File: src/rtl/sent_rx_fast_fifo.sv
// Receive-side FIFO for decoded SENT fast-channel words.
// Holds pushed words in order until they are popped, and reports occupancy and sticky error flags.
module sent_rx_fast_fifo #(
    parameter int DATA_WIDTH  = 12,
    parameter int ADDR_WIDTH  = 5,
    parameter int AFULL_LEVEL = 28
) (
    input  logic                  clk_rx,
    input  logic                  reset_rx,
    input  logic                  write_enable_rx_i,
    input  logic [DATA_WIDTH-1:0] data_fast_i,
    input  logic                  read_enable_rx_i,
    input  logic                  clear_i,
    output logic [DATA_WIDTH-1:0] data_rx_o,
    output logic                  data_valid_o,
    output logic                  empty_o,
    output logic                  full_o,
    output logic                  almost_full_o,
    output logic [ADDR_WIDTH:0]   level_o,
    output logic                  overflow_o,
    output logic                  underflow_o
);

    localparam int DEPTH = 1 << ADDR_WIDTH;
    localparam logic [ADDR_WIDTH:0] DEPTH_LVL = (ADDR_WIDTH + 1)'(DEPTH);
    localparam logic [ADDR_WIDTH:0] AFULL_LVL = (ADDR_WIDTH + 1)'(AFULL_LEVEL);
    localparam logic [ADDR_WIDTH:0] PTR_ONE   = (ADDR_WIDTH + 1)'(1);

    logic [DATA_WIDTH-1:0] mem [DEPTH];

    // Pointers carry one extra bit so that full and empty are distinguishable.
    logic [ADDR_WIDTH:0]   wr_ptr_reg;
    logic [ADDR_WIDTH:0]   rd_ptr_reg;
    logic [DATA_WIDTH-1:0] data_rx_reg;
    logic                  data_valid_reg;
    logic                  overflow_reg;
    logic                  underflow_reg;

    logic [ADDR_WIDTH:0]   level_next;
    logic                  pop_accept;
    logic                  push_accept;

    always_comb begin
        level_next  = wr_ptr_reg - rd_ptr_reg;
        pop_accept  = read_enable_rx_i && (level_next != '0);
        // A pop in the same cycle frees a slot, so a push into a full FIFO is still accepted.
        push_accept = write_enable_rx_i && ((level_next != DEPTH_LVL) || pop_accept);
    end

    always_ff @(posedge clk_rx) begin
        if (push_accept && !clear_i) begin
            mem[wr_ptr_reg[ADDR_WIDTH-1:0]] <= data_fast_i;
        end
    end

    always_ff @(posedge clk_rx or posedge reset_rx) begin
        if (reset_rx) begin
            wr_ptr_reg     <= '0;
            rd_ptr_reg     <= '0;
            data_rx_reg    <= '0;
            data_valid_reg <= 1'b0;
            overflow_reg   <= 1'b0;
            underflow_reg  <= 1'b0;
        end else if (clear_i) begin
            wr_ptr_reg     <= '0;
            rd_ptr_reg     <= '0;
            data_valid_reg <= 1'b0;
            overflow_reg   <= 1'b0;
            underflow_reg  <= 1'b0;
        end else begin
            data_valid_reg <= pop_accept;
            if (pop_accept) begin
                data_rx_reg <= mem[rd_ptr_reg[ADDR_WIDTH-1:0]];
                rd_ptr_reg  <= rd_ptr_reg + PTR_ONE;
            end
            if (push_accept) begin
                wr_ptr_reg <= wr_ptr_reg + PTR_ONE;
            end
            if (read_enable_rx_i && !pop_accept) begin
                underflow_reg <= 1'b1;
            end
            if (write_enable_rx_i && !push_accept) begin
                overflow_reg <= 1'b1;
            end
        end
    end

    assign data_rx_o     = data_rx_reg;
    assign data_valid_o  = data_valid_reg;
    assign level_o       = level_next;
    assign empty_o       = (level_next == '0);
    assign full_o        = (level_next == DEPTH_LVL);
    assign almost_full_o = (level_next >= AFULL_LVL);
    assign overflow_o    = overflow_reg;
    assign underflow_o   = underflow_reg;

endmodule

File: config.mk
export PLATFORM = sky130hd
export DESIGN_NAME = sent_rx_fast_fifo
export DESIGN_NICKNAME = d
export VERILOG_FILES = /design/src/rtl/sent_rx_fast_fifo.sv
export SDC_FILE = /design/constraint.sdc
export NUM_CORES = 1
export LEC_CHECK = 0
export CORE_UTILIZATION = 35
export DETAILED_ROUTE_END_ITERATION = 8
export PLACE_DENSITY = 0.52
export SETUP_SLACK_MARGIN = 0.15
export SLEW_MARGIN = 20
export SYNTH_ARGS = -nofsm -noshare
export SYNTH_HDL_FRONTEND = slang
export SYNTH_SLANG_ARGS = --single-unit
File: constraint.sdc
create_clock -name clk_rx -period 5 [get_ports clk_rx]
set_clock_uncertainty 0.2 [all_clocks]
set_input_delay 0.5 -clock clk_rx [delete_from_list [all_inputs] [get_ports clk_rx]]
set_output_delay 0.5 -clock clk_rx [all_outputs]
set_load 0.01 [all_outputs]
### Word level (Yosys, flattened, before mapping)

Memory sizes are Yosys's and may differ from the RTL's. A register that Yosys moved wholly into a read port is not among the register bits.
Index checks and enable logic that the tools add are counted.

| storage, ports and cells | value |
|---|---|
| register bits | 15 |
| RAM bits | 384 |
| input port bits | 17 |
| output and inout port bits | 24 |
| logic and storage cells | 40 |
| memories kept | 1 |

Memories:

| memory | words | bits a word | read ports | clocked after memory_dff | wr ports | RTL line | text |
|---|---|---|---|---|---|---|---|
| mem | 32 | 12 | 1 | 1 | 1 | 29 | `logic [DATA_WIDTH-1:0] mem [DEPTH];` |

| cells by class | value |
|---|---|
| $add $sub $neg | 3 |
| $lt $le $gt $ge | 1 |
| equal/unequal tests | 2 |
| mux-type cells | 11 |
| bitwise logic cells | 1 |
| reduce and logical (&&, ||, !) cells | 16 |

Operator list:

| operator | count |
|---|---|
| $mux W6 | 4 |
| $add A6 B1 Y6 const B | 2 |
| $reduce_bool A2 Y1 | 4 |
| $mux W1 | 7 |
| $eq A6 B6 Y1 const B | 1 |
| $ge A6 B5 Y1 const B | 1 |
| $logic_not A6 Y1 | 1 |
| $ne A6 B6 Y1 const B | 1 |
| $reduce_bool A6 Y1 | 1 |
| $sub A6 B6 Y6 | 1 |
| $logic_and A1 B1 Y1 | 5 |
| $logic_not A1 Y1 | 3 |
| $reduce_and A2 Y1 | 1 |
| $logic_or A1 B1 Y1 | 1 |
| $not A1 Y1 | 1 |

### Longest topological paths before layout

Gate-level depths: netlist (run 1).

| logic depth | value |
|---|---|
| depth after elaboration | 9 |
| gate-level depth with buffers | 13 |
| depth with buffers taken out | 9 |

### Worst setup path before layout (run 1)

OpenSTA, ideal clock, no wires.

| timing path | value |
|---|---|
| path kind | register to register |
| start point | reg rd_ptr_reg[3] |
| end point | mem mem[18][0], enable pin |
| setup time | 417 ps |
| arrival | 3932 ps |
| data required time | 4383 ps |
| setup slack | 451 ps |
| cell stages (with the launch flop) | 11 |
| buffers on the path | 3 |
| period minus slack after synthesis | 4549 ps |
| cell sequence | dfrtp_1 clkbuf_1 inv_2 buf_2 clkbuf_1 ha_1 o2bb2ai_1 mux2_2 o2111ai_1 nand2_1 nor4b_1 |

| between the ends | value |
|---|---|
| longest elaborated chain between the ends | 8 |
| elaborated cells on any way between the ends | 9 |
| those cells by class | add/sub (1); eq/ne (1); mux (2); reduce/logical (5) |

Ends and longest elaborated chain:

| what | RTL line | text |
|---|---|---|
| start, declared | 33 | `logic [ADDR_WIDTH:0] rd_ptr_reg;` |
| start signal, assigned | 74 | `rd_ptr_reg <= rd_ptr_reg + PTR_ONE;` |
| $sub A6 B6 Y6 * | 44 | `level_next = wr_ptr_reg - rd_ptr_reg;` |
| $reduce_bool A6 Y1 | 45 | `pop_accept = read_enable_rx_i && (level_next != '0);` |
| $logic_and A1 B1 Y1 | 45 |  |
| $logic_or A1 B1 Y1 * | 47 | `push_accept = write_enable_rx_i && ((level_next != DEPTH_LVL) \|\| pop_accept);` |
| $logic_and A1 B1 Y1 * | 47 |  |
| $logic_and A1 B1 Y1 * | 51 | `if (push_accept && !clear_i) begin` |
| $mux W1 * | 51 |  |
| $mux W1 (not written as such) * | 52 | `mem[wr_ptr_reg[ADDR_WIDTH-1:0]] <= data_fast_i;` |
| end, declared | 29 |  |

Every way passes the cells marked *; elsewhere a longest branch is shown, timed or not.

### Worst setup path after layout (run 1)

| timing path | value |
|---|---|
| start point | reg rd_ptr_reg[1] |
| end point | mem mem[28][3], enable pin |

Same word-level chain as after synthesis.

==> insert_results.sql, run 1 <==
INSERT INTO impl_metrics (metric_group, metric, value, unit) VALUES
('grt', 'gr-total-overflow', '0', ''),
('power_and_ir_drop', 'power.density_cell_area', '467', 'nW/um^2'),
('clocking', 'cts_resized', '0', ''),
('synthesis', 'synth-xor-area-share', '0.266', '%'),
('detailed_routing', 'drtIter0Drc', '732', ''),
('synthesis', 'synth_top_cell_by_area', 'sky130_fd_sc_hd__edfxtp_1', ''),
('clocking', 'cts_num_sinks', '411', ''),
('worst_setup_path', 'worstSetupEndpointType', 'flop', ''),
('timing', 'fmax', '240', 'MHz'),
('floorplanning', 'fp.coreArea', '46500', 'sq um'),
('clocking', 'cts_root_buf', 'sky130_fd_sc_hd__clkbuf_16', ''),
('synthesis', 'post-synth-top-area-fraction', '70.1', '%'),
('layout', 'finalNetCount', '941', ''),
('timing', 'drv_slew', '0', ''),
('clocking', 'tritoncts', 'yes', ''),
('layout', 'final.fill_count', '4078', ''),
('layout', 'max_ffs_per_register', '384', ''),
('worst_hold_path', 'holdCritPathClass', 'input pin to asynchronous set/reset pin', ''),
('detailed_routing', 'avgViaCountPerCell', '5.36', ''),
('synthesis', 'synth.yosys.warnings', '0', ''),
('place', 'place_inst', '1476', ''),
('worst_setup_path', 'critical_path_peak_fanout', '33', ''),
('grt', 'grt_pass1_vias', '8238', ''),
('synthesis', 'postSynth.asyncResetShare', '6.57', '%'),
('grt', 'grt_max_degree', '124', ''),
('synthesis', 'yosys.area_share.adder', '0.882', '%'),
('power_and_ir_drop', 'total_leakage_power', '0.00607', 'uW'),
('clocking', 'cts.clk_slew.worst_paths', '0.07', 'ns'),
('clocking', 'ctsHtreeMaxLevel', '2', ''),
('floorplanning', 'die_h', '219', 'microns'),
('synthesis', 'muxShareOfSynthArea', '15.8', '%'),
('detailed_routing', 'dr_wl_met2', '17.6', 'mm'),
('clocking', 'post_cts_hold_buffer_count', '0', ''),
('worst_setup_path', 'worst_ep_arrival_time', '4.14', 'ns'),
('floorplanning', 'ios', '41', ''),
('clocking', 'cts_buffers', '42', ''),
('floorplanning', 'floorplan.die_area', '47900', 'sq um'),
('detailed_routing', 'routed.top_layer', 'met4', ''),
('place', 'finalWeightedCongestion', '0.786', ''),
('detailed_routing', 'wl_per_cell', '25.2', 'microns'),
('outcome', 'run_status', 'finished, final reports clean', ''),
('detailed_routing', 'remaining_design_rule_violation_count', '0', ''),
('synthesis', 'netlist_instances', '827', ''),
('synthesis', 'yosys-top-cells-area', 'sky130_fd_sc_hd__edfxtp_1 (70%), sky130_fd_sc_hd__mux4_2 (12%), sky130_fd_sc_hd__dfrtp_1 (4.1%), sky130_fd_sc_hd__mux2i_1 (3.0%), sky130_fd_sc_hd__a221oi_1 (1.3%)', ''),
('floorplanning', 'core.rowCount', '79', ''),
('timing', 'worst_tran_pin_value', '1.02', 'ns'),
('synthesis', 'synth.cell_area', '16400', 'sq um'),
('synthesis', 'combinational_family_with_the_most_area_after_synthesis', 'multiplexers', ''),
('timing', 'max-slew-margin-rel', '32.3', '%'),
('layout', 'final_layout_size_suffix_gt1_share', '27.5', '%'),
('layout', 'flow.area_growth_from_synthesis', '16.7', '%'),
('timing', 'final.min_clock_period', '4.17', 'ns'),
('worst_setup_path', 'worst-r2r-setup-slack', '0.83', 'ns'),
('grt', 'antenna_violations_before_repair', '0', ''),
('layout', 'final_cell_mix', 'sky130_fd_sc_hd__edfxtp_1 (384), sky130_fd_sc_hd__mux4_2 (84), sky130_fd_sc_hd__mux2i_1 (50), sky130_fd_sc_hd__buf_4 (48), sky130_fd_sc_hd__clkbuf_16 (43)', ''),
('place', 'dp.final_hpwl', '24.1', 'mm'),
('layout', 'mostFrequentLayoutCell', 'sky130_fd_sc_hd__edfxtp_1', ''),
('synthesis', 'yosys.cell_types.count', '48', ''),
('detailed_routing', 'via_count', '8310', ''),
('layout', 'finish.cell_count_without_fillers', '1551', ''),
('timing', 'final-setup-viol-count', '0', ''),
('detailed_routing', 'wl_met3', '2.49', 'mm'),
('grt', 'track_usage', '16.7', '%'),
('synthesis', 'yosysSeqAreaShare', '74.2', '%'),
('synthesis', 'syn-mean-instance-area', '19.9', 'sq um'),
('detailed_routing', 'route.final.wire_length', '39.1', 'mm'),
('synthesis', 'fraction_of_the_mapped_netlist_area_in_compound_gates', '3.85', '%'),
('grt', 'grt_first_pass_wirelength', '58.0', 'mm'),
('detailed_routing', 'drt-met1-wl', '18.3', 'mm'),
('power_and_ir_drop', 'ir_drop', '0.362', 'mV'),
('worst_setup_path', 'startpoint_type', 'flop', '');
-- cell families after synthesis --
family | count (synthesis)
and+or+nand+nor | 99
DFF | 411
buffers and inverters | 64
muxes | 149
AOI/OAI and AO/OA | 88
xor gates and xnor gates | 5
adders and majority gates | 11
-- layout make-up --
cell class	instances	area, sq um	area share, %
Tap cell	607	759	3.96
Sequential cell	411	12200	63.6
Inverter	17	63.8	0.332
Clock inverter	16	110	0.574
Timing Repair Buffer	89	751	3.91
Clock buffer	59	1220	6.34
Multi-Input combinational cell	352	4080	21.3
-- final timing paths --
| path | cells past startpoint | from | to |
|---|---|---|---|
| worst max-delay path | 7 | rd_ptr_reg[1] | mem[28][3] |
| worst min-delay path | 3 | reset_rx | rd_ptr_reg[5] |
| worst max register to register | 7 | rd_ptr_reg[1] | mem[28][3] |
| worst min register to register | 2 | overflow_o | overflow_o |
| max in group asynchronous | 3 | reset_rx | rd_ptr_reg[1] |
| min in group clk_rx | 2 | overflow_o | overflow_o |
-- metal layers --
metal  vias up  global-route usage [%]
li1       3594                       -
met4         0                    4.05
met2       279                    24.5
met1      4382                    26.1
met5         -                       0
met3        55                    2.33
-- power breakdown --
part	total [uW]	internal, uW	switching [uW]
Combinational	2000	990	1010
Clock	3020	1750	1270
Sequential	3950	3850	95.3
Total	8970	6590	2380
-- stage by stage --
stage	util [%]	hold WS, ns	cell area [sq um]	total power (uW)	worst slack, ns
after floorplan	-	0.326	16400	5340	0.451
after global placement	38.5	0.276	17900	6060	0.944
after detailed placement	38.5	0.287	17900	6060	0.785
after CTS	41.3	0.152	19200	9080	0.788
after global routing	41.3	0.203	19200	9320	0.471
final	41.3	0.140	19200	8970	0.826
-- Yosys cell counts, drive strengths merged (6+ instances only) --
master	instances
edfxtp	384
mux4	84
mux2i	50
nor3	32
nor2	28
dfrtp	27
a221oi	24
clkbuf	24
buf	23
o21ai	17
inv	16
mux2	15
a22oi	12
a31oi	12
a21oi	11
ha	10
nand3	8
nand2	7
nand2b	6
-- critical path, cell delays in order, from the launching register on --
cell	delay, ns
sky130_fd_sc_hd__dfrtp_4	0.68
sky130_fd_sc_hd__fa_1	0.51
sky130_fd_sc_hd__xnor2_1	0.34
sky130_fd_sc_hd__nor4_1	0.11
sky130_fd_sc_hd__mux2_2	0.29
sky130_fd_sc_hd__o2111ai_1	0.19
sky130_fd_sc_hd__nand2_2	0.53
sky130_fd_sc_hd__nor3_2	0.92
Power figures use the tool's default switching activity.
==> inputs of run 2 (changes only) <==
==> constraint.sdc (replaced) <==
create_clock -name clk_rx -period 3.9 [get_ports clk_rx]
set_clock_uncertainty 0.2 [all_clocks]
set_input_delay 0.39 -clock clk_rx [delete_from_list [all_inputs] [get_ports clk_rx]]
set_output_delay 0.39 -clock clk_rx [all_outputs]
set_load 0.01 [all_outputs]
==> insert_results.sql, run 2 (same netlist as run 1, synthesis figures left out) <==
INSERT INTO impl_metrics (metric_group, metric, value, unit) VALUES
('outcome', 'run_status', 'finished, final reports clean', ''),
('timing', 'worst_tran_pin_value', '1.04', 'ns'),
('layout', 'mostFrequentLayoutCell', 'sky130_fd_sc_hd__edfxtp_1', ''),
('detailed_routing', 'wl_per_cell', '24.8', 'microns'),
('timing', 'setup_repair_after_global_routing_missed_its_margin', 'yes', ''),
('power_and_ir_drop', 'power.density_cell_area', '596', 'nW/um^2'),
('floorplanning', 'fp.coreArea', '46500', 'sq um'),
('timing', 'fmax', '275', 'MHz'),
('detailed_routing', 'remaining_design_rule_violation_count', '0', ''),
('layout', 'antenna_cells_inserted', '0', ''),
('timing', 'finalHoldViolCount', '0', ''),
('layout', 'cell_area_after_layout', '19800', 'sq um'),
('detailed_routing', 'avgViaCountPerCell', '5.26', ''),
('floorplanning', 'floorplan.die_area', '47900', 'sq um'),
('detailed_routing', 'drt_pre_antenna_iters', '7', ''),
('power_and_ir_drop', 'ir_drop', '0.639', 'mV'),
('clocking', 'cts.clk_slew.worst_paths', '0.06', 'ns'),
('worst_setup_path', 'critPathTopFamily', 'adder cells', ''),
('timing', 'final-setup-viol-count', '0', ''),
('timing', 'max-slew-margin-rel', '30.8', '%'),
('grt', 'antenna_violations_before_repair', '0', ''),
('clocking', 'cts_buffers', '44', ''),
('worst_setup_path', 'crit_type', 'flop to output pin', ''),
('detailed_routing', 'route.antenna.remaining_nets', '0', ''),
('worst_setup_path', 'timing.critical_path.required', '3.31', 'ns'),
('timing', 'drv_slew', '0', ''),
('layout', 'final_layout_size_suffix_gt1_share', '29.4', '%'),
('worst_hold_path', 'holdCritPathClass', 'input pin to asynchronous set/reset pin', ''),
('grt', 'gr-total-overflow', '0', ''),
('run', 'drv.max_cap_violation_count', '0', ''),
('place', 'dp.final_hpwl', '24.2', 'mm'),
('timing', 'final.period_utilization', '93.2', '%'),
('floorplanning', 'die_h', '219', 'microns'),
('clocking', 'clock_latency', '0.56', 'ns'),
('worst_setup_path', 'critical-path-slowest-cell', 'sky130_fd_sc_hd__clkdlybuf4s50_1', ''),
('floorplanning', 'ios', '41', ''),
('clocking', 'cts_buffer_depth', '3', ''),
('detailed_routing', 'via_count', '8378', ''),
('clocking', 'cts_num_sinks', '411', ''),
('floorplanning', 'starting_density_of_the_core', '35.4', '%'),
('detailed_routing', 'drtIter0Drc', '705', ''),
('place', 'port_buffers', '40', ''),
('layout', 'max_ffs_per_register', '384', ''),
('worst_setup_path', 'worst_ep_arrival_time', '3.05', 'ns'),
('clocking', 'ctsHtreeMaxLevel', '2', ''),
('grt', 'grt_max_degree', '124', ''),
('grt', 'track_usage', '16.9', '%'),
('layout', 'finalNetCount', '980', ''),
('layout', 'flow.area_growth_from_synthesis', '20.6', '%'),
('layout', 'final_cell_mix', 'sky130_fd_sc_hd__edfxtp_1 (384), sky130_fd_sc_hd__mux4_2 (84), sky130_fd_sc_hd__buf_4 (75), sky130_fd_sc_hd__mux2i_1 (49), sky130_fd_sc_hd__clkbuf_16 (45)', ''),
('worst_setup_path', 'critical_path_peak_fanout', '3', ''),
('timing', 'final.min_clock_period', '3.64', 'ns'),
('clocking', 'cts_root_buf', 'sky130_fd_sc_hd__clkbuf_16', ''),
('worst_setup_path', 'worstSetupEndpointType', 'output pin', ''),
('worst_setup_path', 'worst-r2r-setup-slack', '0.35', 'ns'),
('worst_setup_path', 'startpoint_type', 'flop', ''),
('place', 'finalWeightedCongestion', '0.778', ''),
('power_and_ir_drop', 'total_leakage_power', '0.00643', 'uW'),
('worst_setup_path', 'crit_path_cell_trace', 'ha_1, fa_1, inv_1, nor4_2, mux2i_2, nor3_1, clkdlybuf4s50_1', ''),
('clocking', 'post_cts_hold_buffer_count', '0', ''),
('grt', 'grt_first_pass_wirelength', '58.2', 'mm'),
('place', 'placedInstanceArea', '18200', 'sq um'),
('power_and_ir_drop', 'post-layout-total-power', '11800', 'uW'),
('clocking', 'tritoncts', 'yes', ''),
('detailed_routing', 'route.final.wire_length', '39.5', 'mm'),
('floorplanning', 'core.rowCount', '79', ''),
('grt', 'grt_pass1_vias', '8464', ''),
('worst_setup_path', 'path_buf_inv', '2', ''),
('worst_setup_path', 'max_stage_delay', '0.56', 'ns'),
('floorplanning', 'chipWidth', '219', 'microns');
run 2: area by class of cell:
type	instances	area [sq um]
clock buffers	50	1140
clock inverters	29	256
multi-input cells	352	4220
well taps	607	759
fillers	4041	26600
flip-flops and latches	411	12200
inverters	17	63.8
repair buffers	126	1180
run 2: what timing repair did:
action                                  4_1_cts  5_1_grt
pin swaps                                     2        6
endpoints found under the setup margin       73      174
resized for setup                             2        8
hold endpoints to repair                      0        0
setup buffers                                 1       12
run 2: worst reg2reg max path, delay by kind of cell (launching register included):
kind                     cells  cell delay [ns]
flip-flops                   1             0.48
AO/OA/AOI/OAI                2             0.43
adder cells (fa/ha/maj)      2             0.64
buffers and inverters        2             0.51
AND/OR/NAND/NOR              3             0.65
multiplexers                 1             0.32
run 2: path summary, 6_finish.rpt:
path	start	to	cells past startpoint
setup / recovery	rd_ptr_reg[0]	full_o	7
hold / removal	reset_rx	data_rx_o[9]	2
setup reg to reg	rd_ptr_reg[0]	mem[18][1]	10
hold reg to reg	overflow_o	overflow_o	2
max in group asynchronous	reset_rx	rd_ptr_reg[1]	3
min in group clk_rx	data_fast_i[10]	mem[22][10]	1
run 2: routing by layer:
layer,share of wire (%),GRT usage (%)
met5,0,0
met3,4.5,2.56
met2,44,24.5
met4,2.9,6.20
met1,48,25.7
run 2: through the flow:
step	setup WS, ns	TNS, ns	hold slack (ns)	util, %	instances
global route	0.0882	0	0.161	42.7	1592
global placement	0.131	0	0.283	39.1	1500
CTS	0.0591	0	0.126	42.2	1580
detailed placement	0.0613	0	0.287	39.1	1500
floorplan	-0.0470	-11.28	0.243	-	827
finish	0.264	0	0.109	42.7	1592
run 2: power by group:
part           internal [uW]  switching [uW]
clock network           2430            1670
logic                   1350            1380
registers               4940            64.9
total                   8710            3110
